### src/rtl/id_hazard_ctrl_pkg.sv
// Shared types and codes for the decode-side hazard/forwarding controller.
// Holds the scoreboard entry layout, operand-mux codes and FSM state encoding.
package id_hazard_ctrl_pkg;

    typedef struct packed {
        logic [4:0] rd;
        logic       wr;
        logic       ld;
    } sb_entry_t;

    localparam int SB_ENTRY_W = $bits(sb_entry_t);

    localparam logic [1:0] FWD_RF  = 2'b00;
    localparam logic [1:0] FWD_EXM = 2'b01;
    localparam logic [1:0] FWD_MWB = 2'b10;
    localparam logic [1:0] FWD_WBL = 2'b11;

    typedef enum logic [1:0] {
        ST_RUN   = 2'b00,
        ST_STALL = 2'b01,
        ST_FLUSH = 2'b10
    } state_t;

endpackage

### src/rtl/haz_fwd_sel.sv
// One source operand compared against the EX/MEM/WB scoreboard slots.
// Returns the operand-mux code and whether the value cannot be delivered yet.
module haz_fwd_sel
    import id_hazard_ctrl_pkg::*;
#(
    parameter int LOAD_STALL = 1
) (
    input  logic [4:0] src,
    input  logic       use_src,
    input  sb_entry_t  slot_e,
    input  sb_entry_t  slot_m,
    input  sb_entry_t  slot_w,
    output logic [1:0] fwd,
    output logic       hazard
);

    logic live;
    logic hit_e;
    logic hit_m;
    logic hit_w;

    always_comb begin
        live   = use_src && (src != 5'd0);
        hit_e  = live && slot_e.wr && (slot_e.rd == src);
        hit_m  = live && slot_m.wr && (slot_m.rd == src);
        hit_w  = live && slot_w.wr && (slot_w.rd == src);
        fwd    = FWD_RF;
        hazard = 1'b0;
        // Nearest producer wins; an older slot is never consulted once a younger one hits.
        if (hit_e) begin
            if (slot_e.ld) begin
                hazard = 1'b1;
            end else begin
                fwd = FWD_EXM;
            end
        end else if (hit_m) begin
            if (slot_m.ld && (LOAD_STALL == 2)) begin
                fwd    = FWD_WBL;
                hazard = 1'b1;
            end else begin
                fwd = FWD_MWB;
            end
        end else if (hit_w) begin
            fwd = FWD_WBL;
        end
    end

endmodule

### src/rtl/id_hazard_ctrl.sv
// Decode-side hazard and forwarding controller feeding the ID/EX register.
// Optional event counters StallCnt/FlushCnt are built when HAZ_PERF_EN is defined.
//
//  state    | meaning
//  ---------+------------------------------------------------
//  ST_RUN   | last edge issued normally
//  ST_STALL | last edge held PC and IF/ID, bubbled ID/EX
//  ST_FLUSH | last edge redirected on jr, cleared IF/ID and ID/EX
module id_hazard_ctrl
    import id_hazard_ctrl_pkg::*;
#(
    parameter int LOAD_STALL = 1
) (
    input  logic        Clk,
    input  logic        Rst,
    input  logic [4:0]  dRs,
    input  logic [4:0]  dRt,
    input  logic        dUseRs,
    input  logic        dUseRt,
    input  logic [4:0]  dRd,
    input  logic        dWreg,
    input  logic        dLoad,
    input  logic        exJr,
    output logic [1:0]  FwdA,
    output logic [1:0]  FwdB,
    output logic        PcEn,
    output logic        IfidEn,
    output logic        IfidClrn,
    output logic        IdexClrn,
    output logic [1:0]  State
`ifdef HAZ_PERF_EN
    ,
    output logic [31:0] StallCnt,
    output logic [31:0] FlushCnt
`endif
);

    sb_entry_t slot_e;
    sb_entry_t slot_m;
    sb_entry_t slot_w;
    sb_entry_t new_entry;

    state_t state_q;
    state_t state_d;

    logic haz_a;
    logic haz_b;
    logic stall;
    logic flush;
    logic issue;

    haz_fwd_sel #(.LOAD_STALL(LOAD_STALL)) u_sel_rs (
        .src     (dRs),
        .use_src (dUseRs),
        .slot_e  (slot_e),
        .slot_m  (slot_m),
        .slot_w  (slot_w),
        .fwd     (FwdA),
        .hazard  (haz_a)
    );

    haz_fwd_sel #(.LOAD_STALL(LOAD_STALL)) u_sel_rt (
        .src     (dRt),
        .use_src (dUseRt),
        .slot_e  (slot_e),
        .slot_m  (slot_m),
        .slot_w  (slot_w),
        .fwd     (FwdB),
        .hazard  (haz_b)
    );

    always_comb begin
        stall        = haz_a | haz_b;
        flush        = exJr;
        issue        = !stall && !flush;
        new_entry.rd = dRd;
        new_entry.wr = dWreg && (dRd != 5'd0);
        new_entry.ld = dLoad;
    end

    // Scoreboard advances every edge; a held or flushed decode slot enters EX as a bubble.
    always_ff @(posedge Clk or posedge Rst) begin
        if (Rst) begin
            slot_e <= '0;
            slot_m <= '0;
            slot_w <= '0;
        end else begin
            slot_w <= slot_m;
            slot_m <= slot_e;
            slot_e <= issue ? new_entry : '0;
        end
    end

    always_ff @(posedge Clk or posedge Rst) begin
        if (Rst) begin
            state_q <= ST_RUN;
        end else begin
            state_q <= state_d;
        end
    end

    always_comb begin
        state_d  = ST_RUN;
        PcEn     = 1'b1;
        IfidEn   = 1'b1;
        IfidClrn = 1'b1;
        IdexClrn = 1'b1;
        if (flush) begin
            state_d  = ST_FLUSH;
            IfidClrn = 1'b0;
            IdexClrn = 1'b0;
        end else if (stall) begin
            state_d  = ST_STALL;
            PcEn     = 1'b0;
            IfidEn   = 1'b0;
            IdexClrn = 1'b0;
        end
    end

    assign State = state_q;

`ifdef HAZ_PERF_EN
    // A stall masked by a same-cycle flush is not counted as a stall.
    always_ff @(posedge Clk or posedge Rst) begin
        if (Rst) begin
            StallCnt <= '0;
            FlushCnt <= '0;
        end else begin
            if (stall && !flush) begin
                StallCnt <= StallCnt + 32'd1;
            end
            if (flush) begin
                FlushCnt <= FlushCnt + 32'd1;
            end
        end
    end
`else
    // Event counters are not built in this configuration.
`endif

endmodule

### config.mk
export PLATFORM = sky130hd
export DESIGN_NAME = id_hazard_ctrl
export DESIGN_NICKNAME = d
export VERILOG_FILES = /design/src/rtl/id_hazard_ctrl_pkg.sv /design/src/rtl/haz_fwd_sel.sv /design/src/rtl/id_hazard_ctrl.sv
export SDC_FILE = /design/constraint.sdc
export NUM_CORES = 1
export LEC_CHECK = 0
export ABC_AREA = 1
export CORE_MARGIN = 5
export CORE_UTILIZATION = 45
export CTS_CLUSTER_DIAMETER = 80
export DETAILED_ROUTE_END_ITERATION = 10
export GPL_ROUTABILITY_DRIVEN = 0
export GPL_TIMING_DRIVEN = 0
export PLACE_DENSITY = 0.74
export SLEW_MARGIN = 20
export SYNTH_ARGS = -nofsm -noshare
export SYNTH_HDL_FRONTEND = slang
export SYNTH_SLANG_ARGS = --single-unit
export TNS_END_PERCENT = 5
### constraint.sdc
create_clock -name Clk -period 4.4 [get_ports Clk]
set_input_delay 1.1 -clock Clk [delete_from_list [all_inputs] [get_ports Clk]]
set_output_delay 1.1 -clock Clk [all_outputs]
set_load 0.02 [all_outputs]
# [After elaboration in Yosys (flattened, before gate mapping)]
# Cells that the tools add are included.
[totals] register_bits=21 latchBits=0 mem_bits_rw=0 romBits=0 in_bits=22 out_inout_bits=10 word_cells=53 mem_count=0
[op_classes] addsub=0 n_mul=0 n_div=0 magnitude_cmp=0 eq_ne=6 shift=0 muxes=17 bitwise_logic=1 n_reduce_logical=21
[op_table] cell="5-bit == test" count=6
[op_table] cell="1-bit logical AND" count=16
[op_table] cell="5-bit nonzero test" count=3
[op_table] cell="2-bit 2-to-1 mux" count=7
[op_table] cell="1-bit 2-to-1 mux" count=9
[op_table] cell="7-bit 2-to-1 mux" count=1
[op_table] cell="1-bit logical NOT" count=2
[op_table] cell="1-bit OR" count=1

# [Depth between registers and ports, before layout]
# Gate-level depths: netlist of the first run.
[depth] ltp_word=9 mapped_depth=9

# [Hierarchy]
# A second synthesis of the first run with hierarchy kept.
[unflattened] hier_cells=239 hier_area_um2=1466.4
[modules_own_cells] mod="haz_fwd_sel" n_inst=2 cells_each=95 area_each_um2=389.1
[modules_own_cells] mod="id_hazard_ctrl" n_inst=1 cells_each=49 area_each_um2=688.2

# [Least setup slack after synthesis of the first run]
# OpenSTA, ideal clock, no wires.
[synth_timing] kind="input to output" startpoint="input port dRs[4]" endpoint="output port PcEn" t_arrival_ns=1.992 t_required_ns=3.300 slack_ns=1.308 path_stages=9 n_path_buf=1 path_cell_list="inv_1 > nand2_1 > nand2_1 > nand2_1 > nor2_1 > nand4_2 > nand2_1 > nand2_1 > buf_4"
[synth_via] elab_chain_len=8 elab_cells_between_ends=9
[synth_lines] item="start: declaration" line_no="id_hazard_ctrl.sv:16" text="input logic [4:0] dRs,"
[synth_lines] item="5-bit nonzero test" line_no="haz_fwd_sel.sv:23" text="live = use_src && (src != 5'd0);"
[synth_lines] item="1-bit logical AND" line_no="haz_fwd_sel.sv:23"
[synth_lines] item="1-bit logical AND" line_no="haz_fwd_sel.sv:24" text="hit_e = live && slot_e.wr && (slot_e.rd == src);"
[synth_lines] item="1-bit logical AND (*)" line_no="haz_fwd_sel.sv:24"
[synth_lines] item="1-bit 2-to-1 mux (*)" line_no="haz_fwd_sel.sv:30" text="if (hit_e) begin"
[synth_lines] item="1-bit OR (*)" line_no="id_hazard_ctrl.sv:73" text="stall = haz_a | haz_b;"
[synth_lines] item="1-bit 2-to-1 mux (*) (2 in series)"
[synth_lines] item="end: declaration" line_no="id_hazard_ctrl.sv:26" text="output logic PcEn,"
# Every way passes the cells marked *; elsewhere a longest branch is shown, timed or not.

# [Final worst setup path of the first run]
[layout_timing] startpoint="input port dRt[3]" endpoint="output port FwdB[1]"
[layout_via] elab_chain_len=7 elab_cells_between_ends=14
[layout_lines] item="start: declaration" line_no="id_hazard_ctrl.sv:17" text="input logic [4:0] dRt,"
[layout_lines] item="5-bit nonzero test" line_no="haz_fwd_sel.sv:23"
[layout_lines] item="1-bit logical AND" line_no="haz_fwd_sel.sv:23"
[layout_lines] item="1-bit logical AND (2 in series)" line_no="haz_fwd_sel.sv:26" text="hit_w = live && slot_w.wr && (slot_w.rd == src);"
[layout_lines] item="2-bit 2-to-1 mux" line_no="haz_fwd_sel.sv:43" text="end else if (hit_w) begin"
[layout_lines] item="2-bit 2-to-1 mux" line_no="haz_fwd_sel.sv:36" text="end else if (hit_m) begin"
[layout_lines] item="2-bit 2-to-1 mux (*)" line_no="haz_fwd_sel.sv:30"
[layout_lines] item="end: declaration" line_no="id_hazard_ctrl.sv:25" text="output logic [1:0] FwdB,"
# Marks and branches as above.

==> results of run 1 <==
-- placed cells by master, fill, tap and decap left out, types with 3 or more instances in the layout --
cell type | Yosys | final
inv_2 | 4 | 4
inv_1 | 35 | 35
o21ai_0 | 8 | 8
clkbuf_4 | 0 | 3
nand3_1 | 6 | 6
clkdlybuf4s50_1 | 0 | 30
a21oi_1 | 8 | 8
nor2_1 | 23 | 23
nand2_1 | 75 | 75
dfrtp_1 | 21 | 21
nand4_1 | 9 | 9
-- report_power, final --
group / internal [W] / switching, W
Sequential: 0.000202 / 0.00000855
Combinational: 0.0000370 / 0.0000477
Clock: 0.0000340 / 0.0000595
-- worst min path at each step --
| stage | startpoint | endpoint | slack (ns) |
|---|---|---|---|
| after floorplan | slot_m[1] | slot_w[1] | 0.36 |
| after global placement | slot_m[1] | slot_w[1] | 0.40 |
| after detailed placement | slot_m[1] | slot_w[1] | 0.39 |
| after CTS | slot_m[1] | slot_w[1] | 0.42 |
| after global routing | slot_m[1] | slot_w[1] | 0.44 |
| final | slot_m[1] | slot_w[1] | 0.42 |
-- cell families after synthesis --
family,after synthesis,synth area share (%)
and+or+nand+nor,120,39.7
buffers and inverters,40,11.8
DFF,21,40.2
AOI/OAI and AO/OA,19,7.66
xor gates and xnor gates,1,0.670
-- per-layer routing --
layer  vias up  wire length [um]  GRT usage, %
li1        693                 -             -
met1       573              1380          21.2
met2        53              1460          27.3
met3         4               280          3.85
met4         0                29          5.45
met5         -                 0             0
-- stage by stage --
step	total power [W]	cells	util [%]	setup slack (ns)
2_1_floorplan	0.000260	201	-	1.31
3_3_place_gp	0.000300	263	59.6	0.198
3_5_place_dp	0.000300	263	59.6	0.195
4_1_cts	0.000392	267	60.5	0.187
5_1_grt	0.000413	267	60.6	0.0291
6_report	0.000389	267	60.6	0.194
-- state kept, by name (all words and copies together), names as in the netlist --
name,flops
State,2
slot_e,7
slot_m,6
slot_w,6
-- critical path, stage by stage --
cell and delay [ns]:
clkdlybuf4s50_1 0.61, inv_2 0.10, nand2_1 0.07, nand4_1 0.11, nor3_1 0.29, nand2_1 0.08
a21oi_1 0.13, clkdlybuf4s50_1 0.61
-- cell type report --
class	count	area (sq um)	area share, %
plain buffers	1	7.51	0.445
well taps	31	38.8	2.30
flip-flops and latches	21	526	31.2
clock inverters	1	5.00	0.297
inverters	39	146	8.68
clock buffers	3	22.5	1.34
multi-input cells	140	628	37.2
repair buffers	31	313	18.5
-- what timing repair did --
item / in CTS / in global routing
hold buffers: 0 / 0
setup endpoints to repair: 0 / 1
endpoints found under the hold margin: 0 / 0
resized for setup: 0 / 1
==> impl_metrics.csv, run 1 <==
group,metric,value,unit
global_routing,grt_overflow,0,
cells_and_area,nets,259,
worst_setup_path,r2r_start,"slot_e[5]",
worst_setup_path,arrival,3.11,ns
hold_path,hold_depth,0,
clock_tree,clkTransAtPathRegs,0.12,ns
timing,fin_crit,4.21,ns
worst_setup_path,critPathLaunchType,"input pin",
clock_tree,root_buffer,"clkbuf_4",
route,routed_wl,3150,um
global_routing,grt_pass1_wl,5440,um
synthesis,synthTopCellsByCount,"nand2_1 (75), inv_1 (35), nor2_1 (23)",
timing,hold_viol,0,
worst_setup_path,cp-startpoint,"dRt[3]",
timing,setup_viol,0,
synthesis,yosys.cell_count.top_type,"nand2_1",
timing,finalHoldWorstSlack,0.419,ns
synthesis,yosysWarnings,0,
timing,setup_tns,0,ns
die,die_w,63.9,um
clock_tree,clockBufferDepth,2,
cells_and_area,num-fill-cells,272,
worst_setup_path,rr_worst_depth,6,
timing,skew,0.00421,ns
synthesis,ys_types,18,
synthesis,synth_area_leader_cell,"dfrtp_1",
global_routing,antenna_found_initial,0,
placed_design,placed_area,0.00166,sq mm
worst_setup_path,reg2reg_slack,3.11,ns
clock_tree,clkLatencyLatePin,0.31,ns
clock_tree,post-cts-setup-buffers,0,
synthesis,syn_avg_cell_area,6.50,sq um
placed_design,dp.final_hpwl,2610,um
timing,drv_slew,0,
route,dr_total_vias,1323,
cells_and_area,drive_gt1_share,5.51,%
synthesis,async_flop_share,100,%
die,start_util,47.0,%
synthesis,syn_inst,201,
timing,tightest_slew,0.754,ns
timing,slew_headroom,49.7,%
die,die-area,0.00408,sq mm
cells_and_area,fin_area,0.00169,sq mm
timing,rsz0062_at_grt,"no",
synthesis,synth_edf_count,0,
clock_tree,numCtsBuffers,3,
cells_and_area,antenna_cells,0,
die,die_h,63.9,um
worst_setup_path,cp-end-kind,"output pin",
worst_setup_path,required,3.30,ns
clock_tree,htree_num_levels,1,
synthesis,synth.area.top_cells,"dfrtp_1 (40%), nand2_1 (22%), inv_1 (10%)",
route,antenna_left,0,
timing,period_share,95.6,%
worst_setup_path,endpoint,"FwdB[1]",
clock_tree,cts_tree,"yes",
die,rows,19,
power,power_density,231,mW/mm^2
route,drc_errors,0,
global_routing,grt_pass1_vias,1264,
worst_setup_path,cp_max_fo,6,
synthesis,syn-num-nets,223,
route,drt_iter0_drc,69,
placed_design,portBuffers,31,
timing,fmax,0.238,GHz
route,wire_per_inst,11.8,um
clock_tree,clock_sinks,21,
worst_setup_path,crit_type,"in -> out",
job,maxCapViolCount,0,
synthesis,ys_seq_area_share,40.2,%
route,drt-vias-per-instance,4.96,
power,ir_drop,0.165,mV
synthesis,ys.flop_type,"dfrtp_1",
worst_setup_path,reg2reg_to,"slot_e[6]",
synthesis,synth_area,0.00131,sq mm
global_routing,grt_usage,16.5,%
status,status,"complete, no violations",
synthesis,ys_seq_elements,21,
global_routing,grt_max_degree,22,
cells_and_area,syn2layout_area_growth,29.0,%
route,firstDrtPassIters,4,
hold_path,hold_class,"reg -> reg",
synthesis,synth_top_area_share,40.2,%
power,p_leak,0.881,nW
die,io_pins,32,
die,fp.coreArea,0.00278,sq mm
No activity file was read; power rests on OpenSTA's default activity.
==> run 2, diff against run 1 <==
==> constraint.sdc (replaced) <==
create_clock -name Clk -period 4.4 [get_ports Clk]
set_input_delay 1.32 -clock Clk [delete_from_list [all_inputs] [get_ports Clk]]
set_output_delay 1.32 -clock Clk [all_outputs]
set_load 0.02 [all_outputs]
==> run 2 against run 1 <==
Compared with the run above: clock skew grew 0.0023 ns; final cell count is the same; combinational power shrank 0.9%; critical path depth grew 1; clock power shrank 1%; register-to-register slack is essentially flat; power shrank 0.56%; global-route usage is essentially flat; setup slack lost 0.069 ns; wire length grew 0.35%; via count grew 2.3%.
==> impl_metrics.csv, run 2 (same netlist as run 1, synthesis figures left out) <==
group,metric,value,unit
die,io_pins,32,
worst_setup_path,arrival,2.95,ns
clock_tree,ctsHoldBuffers,0,
global_routing,grt_max_degree,22,
clock_tree,htree_num_levels,1,
timing,fmax,0.234,GHz
cells_and_area,antenna_cells,0,
route,firstDrtPassIters,4,
timing,tightest_slew,0.755,ns
placed_design,pre_cts_ws,-0.245,ns
die,die-area,0.00408,sq mm
cells_and_area,final_cell_mix,"nand2_1 (75), inv_1 (35), nor2_1 (22)",
global_routing,grt_pass1_vias,1258,
cells_and_area,layoutNonFillerInstCount,267,
worst_setup_path,cp_max_fo,4,
route,wire_per_inst,11.8,um
clock_tree,clock_sinks,21,
route,drt-vias-per-instance,5.07,
power,power_density,229,mW/mm^2
cells_and_area,nets,259,
route,drc_errors,0,
worst_setup_path,required,3.08,ns
cells_and_area,top_register,"slot_e",
timing,worst_slack,0.125,ns
timing,slew_headroom,49.6,%
global_routing,grt_overflow,0,
route,dr_total_vias,1353,
clock_tree,post-cts-setup-buffers,0,
cells_and_area,syn2layout_area_growth,29.5,%
placed_design,place_inst,263,
global_routing,antenna_found_initial,0,
clock_tree,clockBufferDepth,2,
job,maxCapViolCount,0,
timing,skew,0.00652,ns
cells_and_area,largest_reg_flops,7,
timing,drv_slew,0,
placed_design,portBuffers,31,
placed_design,dp.final_hpwl,2610,um
clock_tree,numCtsBuffers,3,
die,start_util,47.0,%
clock_tree,cts_tree,"yes",
clock_tree,clkTransAtPathRegs,0.12,ns
cells_and_area,largestRegisters,"slot_e (7), slot_m (6), slot_w (6)",
global_routing,grt_usage,16.5,%
timing,fin_crit,4.27,ns
die,fp.coreArea,0.00278,sq mm
status,status,"complete, no violations",
cells_and_area,drive_gt1_share,7.20,%
route,drt_iter0_drc,61,
timing,period_share,97.2,%
hold_path,hold_class,"reg -> reg",
cells_and_area,final_common_cell,"nand2_1",
route,antenna_left,0,
worst_setup_path,critPathLaunchType,"input pin",
clock_tree,clkLatencyLatePin,0.31,ns
power,p_leak,0.925,nW
global_routing,grt_pass1_wl,5420,um
timing,rsz0062_at_grt,"yes",
route,routed_wl,3160,um
die,rows,19,
die,die_h,63.9,um
timing,setup_viol,0,
clock_tree,root_buffer,"clkbuf_4",
timing,hold_viol,0,
power,ir_drop,0.166,mV
timing,setup_tns,0,ns
die,die_w,63.9,um
worst_setup_path,cp-end-kind,"output pin",
worst_setup_path,crit_type,"in -> out",
run 2: cell type report:
class	count	area, sq um
Fill cell	274	1090
Buffer	1	7.51
Inverter	39	146
Clock inverter	1	5.00
Tap cell	31	38.8
Multi-Input combinational cell	140	643
Clock buffer	3	22.5
Sequential cell	21	526
Timing Repair Buffer	31	304
run 2: metrics by stage:
step | power (W) | area (sq um) | hold slack [ns] | util (%)
global placement | 0.000300 | 1660 | 0.401 | 59.6
detailed placement | 0.000300 | 1660 | 0.394 | 59.6
CTS | 0.000391 | 1680 | 0.424 | 60.2
global route | 0.000412 | 1690 | 0.440 | 60.9
finish | 0.000387 | 1690 | 0.417 | 60.9
floorplan | 0.000260 | 1310 | 0.362 | -
run 2: report_power, final:
part           switching, W  internal, W  leakage (nW)
registers        0.00000850     0.000202         0.271
logic             0.0000485    0.0000354         0.637
clock network     0.0000582    0.0000340        0.0177
run 2: per-layer routing:
metal	share of wire (%)	global-route usage [%]	vias to the layer above
li1	-	-	692
met1	42	21.1	601
met2	47	27.3	56
met3	10	3.85	4
met4	0.92	5.45	0
met5	0	0	-
run 2: final timing paths:
kind / from / end / slack (ns) / cells past startpoint
setup / recovery: dRs[0] / IfidEn / 0.13 / 9
hold / removal: slot_m[1] / slot_w[1] / 0.42 / 0
setup reg to reg: slot_e[5] / slot_e[6] / 3.12 / 6
hold reg to reg: slot_m[1] / slot_w[1] / 0.42 / 0
max in group asynchronous: Rst / slot_e[4] / 2.50 / 2
min in group asynchronous: Rst / slot_e[0] / 1.43 / 2
run 2: what timing repair did:
action / in CTS / in global routing
resized for setup: 11 / 9
cloned: 0 / 0
setup endpoints to repair: 7 / 5
run 2: critical path: stages:
cell and delay, ns:
clkdlybuf4s50_1 0.56, inv_1 0.12, nand2_1 0.10, nand3_1 0.08, nor2_1 0.13, nand4_2 0.13
nand2_1 0.11, nand2_1 0.08, dlygate4sd2_1 0.33
==> run 3, diff against run 2 <==
- ABC_CLOCK_PERIOD_IN_PS: not set -> 4400
- CORE_ASPECT_RATIO: not set -> 0.8
==> run 3 against run 2 <==
Compared with the run above: wire length is 2.6% higher; via count unchanged; critical path depth unchanged; count of clock-buffer cells in the layout is 1 higher; final cell count grew 2.6%; clock skew down 0.0037 ns; non-clock buffer count is the same; fmax is essentially flat; worst hold slack worse by 0.010 ns; largest cell class unchanged.
==> impl_metrics.csv, run 3 (same netlist as run 1, synthesis figures left out) <==
group,metric,value,unit
global_routing,grt_usage,17.0,%
timing,period_share,97.1,%
global_routing,grt_pass1_vias,1295,
route,antenna_left,0,
timing,setup_tns,0,ns
job,maxCapViolCount,0,
placed_design,dp.final_hpwl,2680,um
clock_tree,numCtsBuffers,3,
cells_and_area,antenna_cells,0,
timing,rsz0062_at_grt,"no",
worst_setup_path,crit_type,"in -> out",
die,start_util,47.3,%
route,drt_iter0_drc,58,
hold_path,hold_class,"reg -> reg",
placed_design,pre_cts_ws,-0.233,ns
timing,worst_slack,0.127,ns
cells_and_area,nets,259,
hold_path,hold_depth,0,
worst_setup_path,endpoint,"IdexClrn",
route,dr_total_vias,1353,
worst_setup_path,r2r_start,"slot_e[5]",
worst_setup_path,cp-end-kind,"output pin",
worst_setup_path,cp_max_fo,8,
die,fp.coreArea,0.00277,sq mm
timing,tightest_slew,0.777,ns
clock_tree,root_buffer,"clkbuf_4",
route,routed_wl,3250,um
timing,slew_headroom,48.1,%
power,power_density,230,mW/mm^2
worst_setup_path,cp-startpoint,"dRs[2]",
power,p_leak,0.886,nW
clock_tree,clkLatencyLatePin,0.30,ns
worst_setup_path,required,3.08,ns
timing,finalHoldWorstSlack,0.407,ns
die,die_w,70.3,um
cells_and_area,top_register,"slot_e",
cells_and_area,drive_gt1_share,7.63,%
timing,fmax,0.234,GHz
worst_setup_path,reg2reg_to,"slot_e[6]",
route,drc_errors,0,
timing,fin_crit,4.27,ns
status,status,"complete, no violations",
die,die_h,58.2,um
timing,hold_viol,0,
power,finalPower,0.000385,W
global_routing,grt_overflow,0,
route,firstDrtPassIters,5,
cells_and_area,final_common_cell,"nand2_1",
power,ir_drop,0.137,mV
timing,setup_viol,0,
cells_and_area,finalCoreUtilization,60.5,%
worst_setup_path,arrival,2.95,ns
die,rows,17,
clock_tree,clockBufferDepth,2,
timing,drv_slew,0,
placed_design,portBuffers,31,
worst_setup_path,reg2reg_slack,3.14,ns
timing,skew,0.00280,ns
global_routing,grt_pass1_wl,5510,um
global_routing,antenna_found_initial,0,
die,io_pins,32,
worst_setup_path,critPathLaunchType,"input pin",
clock_tree,clock_sinks,21,
clock_tree,clkTransAtPathRegs,0.11,ns
clock_tree,ctsHoldBuffers,0,
worst_setup_path,rr_worst_depth,6,
cells_and_area,syn2layout_area_growth,27.8,%
die,die-area,0.00409,sq mm
cells_and_area,largestRegisters,"slot_e (7), slot_m (6), slot_w (6)",
clock_tree,htree_num_levels,1,
route,drt-vias-per-instance,4.94,
cells_and_area,largest_reg_flops,7,
clock_tree,cts_tree,"yes",
cells_and_area,final_cell_mix,"nand2_1 (75), inv_1 (35), nor2_1 (23)",
global_routing,grt_max_degree,22,
route,wire_per_inst,11.8,um
## run 3: metal layers
layer	track usage, %	share of wire, %	routed length (um)	vias up
li1	-	-	-	693
met1	22.0	47	1530	609
met2	27.6	44	1410	49
met3	4.68	9.0	292	2
met4	5.46	0.43	14	0
met5	0	0	0	-
## run 3: through the flow
stage / instances / cell area (sq um)
5_1_grt: 274 / 1670
3_3_place_gp: 270 / 1670
3_5_place_dp: 270 / 1670
4_1_cts: 274 / 1680
6_report: 274 / 1670
2_1_floorplan: 201 / 1310
## run 3: final cells by class
| type | instances | area, sq um |
|---|---|---|
| multi-input combinational | 140 | 633 |
| inverter | 39 | 146 |
| clock buffer | 4 | 26.3 |
| buffer | 1 | 7.51 |
| timing repair buffer | 31 | 285 |
| sequential | 21 | 526 |
| tap | 38 | 47.5 |
| fill | 280 | 1090 |
## run 3: report_power, final
| group | internal [W] | leakage (nW) | switching (W) |
|---|---|---|---|
| combinational | 0.0000356 | 0.600 | 0.0000490 |
| clock | 0.0000353 | 0.0150 | 0.0000541 |
| sequential | 0.000202 | 0.271 | 0.00000846 |
| total | 0.000273 | 0.886 | 0.000112 |
## run 3: how the worst min path moves through the flow
stage                    from   endpoint  slack [ns]
floorplan           slot_m[1]  slot_w[1]        0.36
global placement    slot_m[1]  slot_w[1]        0.39
detailed placement  slot_m[1]  slot_w[1]        0.38
CTS                 slot_m[1]  slot_w[1]        0.40
global route        slot_m[1]  slot_w[1]        0.42
finish              slot_m[1]  slot_w[1]        0.41
## run 3: critical path, stage by stage
cell	delay, ns
clkdlybuf4s50_1	0.57
inv_1	0.12
nand2_1	0.10
nand2_1	0.05
nor2_1	0.13
nand4_2	0.13
nand3_2	0.16
inv_1	0.05
dlygate4sd2_1	0.31
## run 3: timing repair
item,4_1_cts,5_1_grt
buffers inserted,0,0
setup endpoints to repair,7,4
resized for setup,9,10
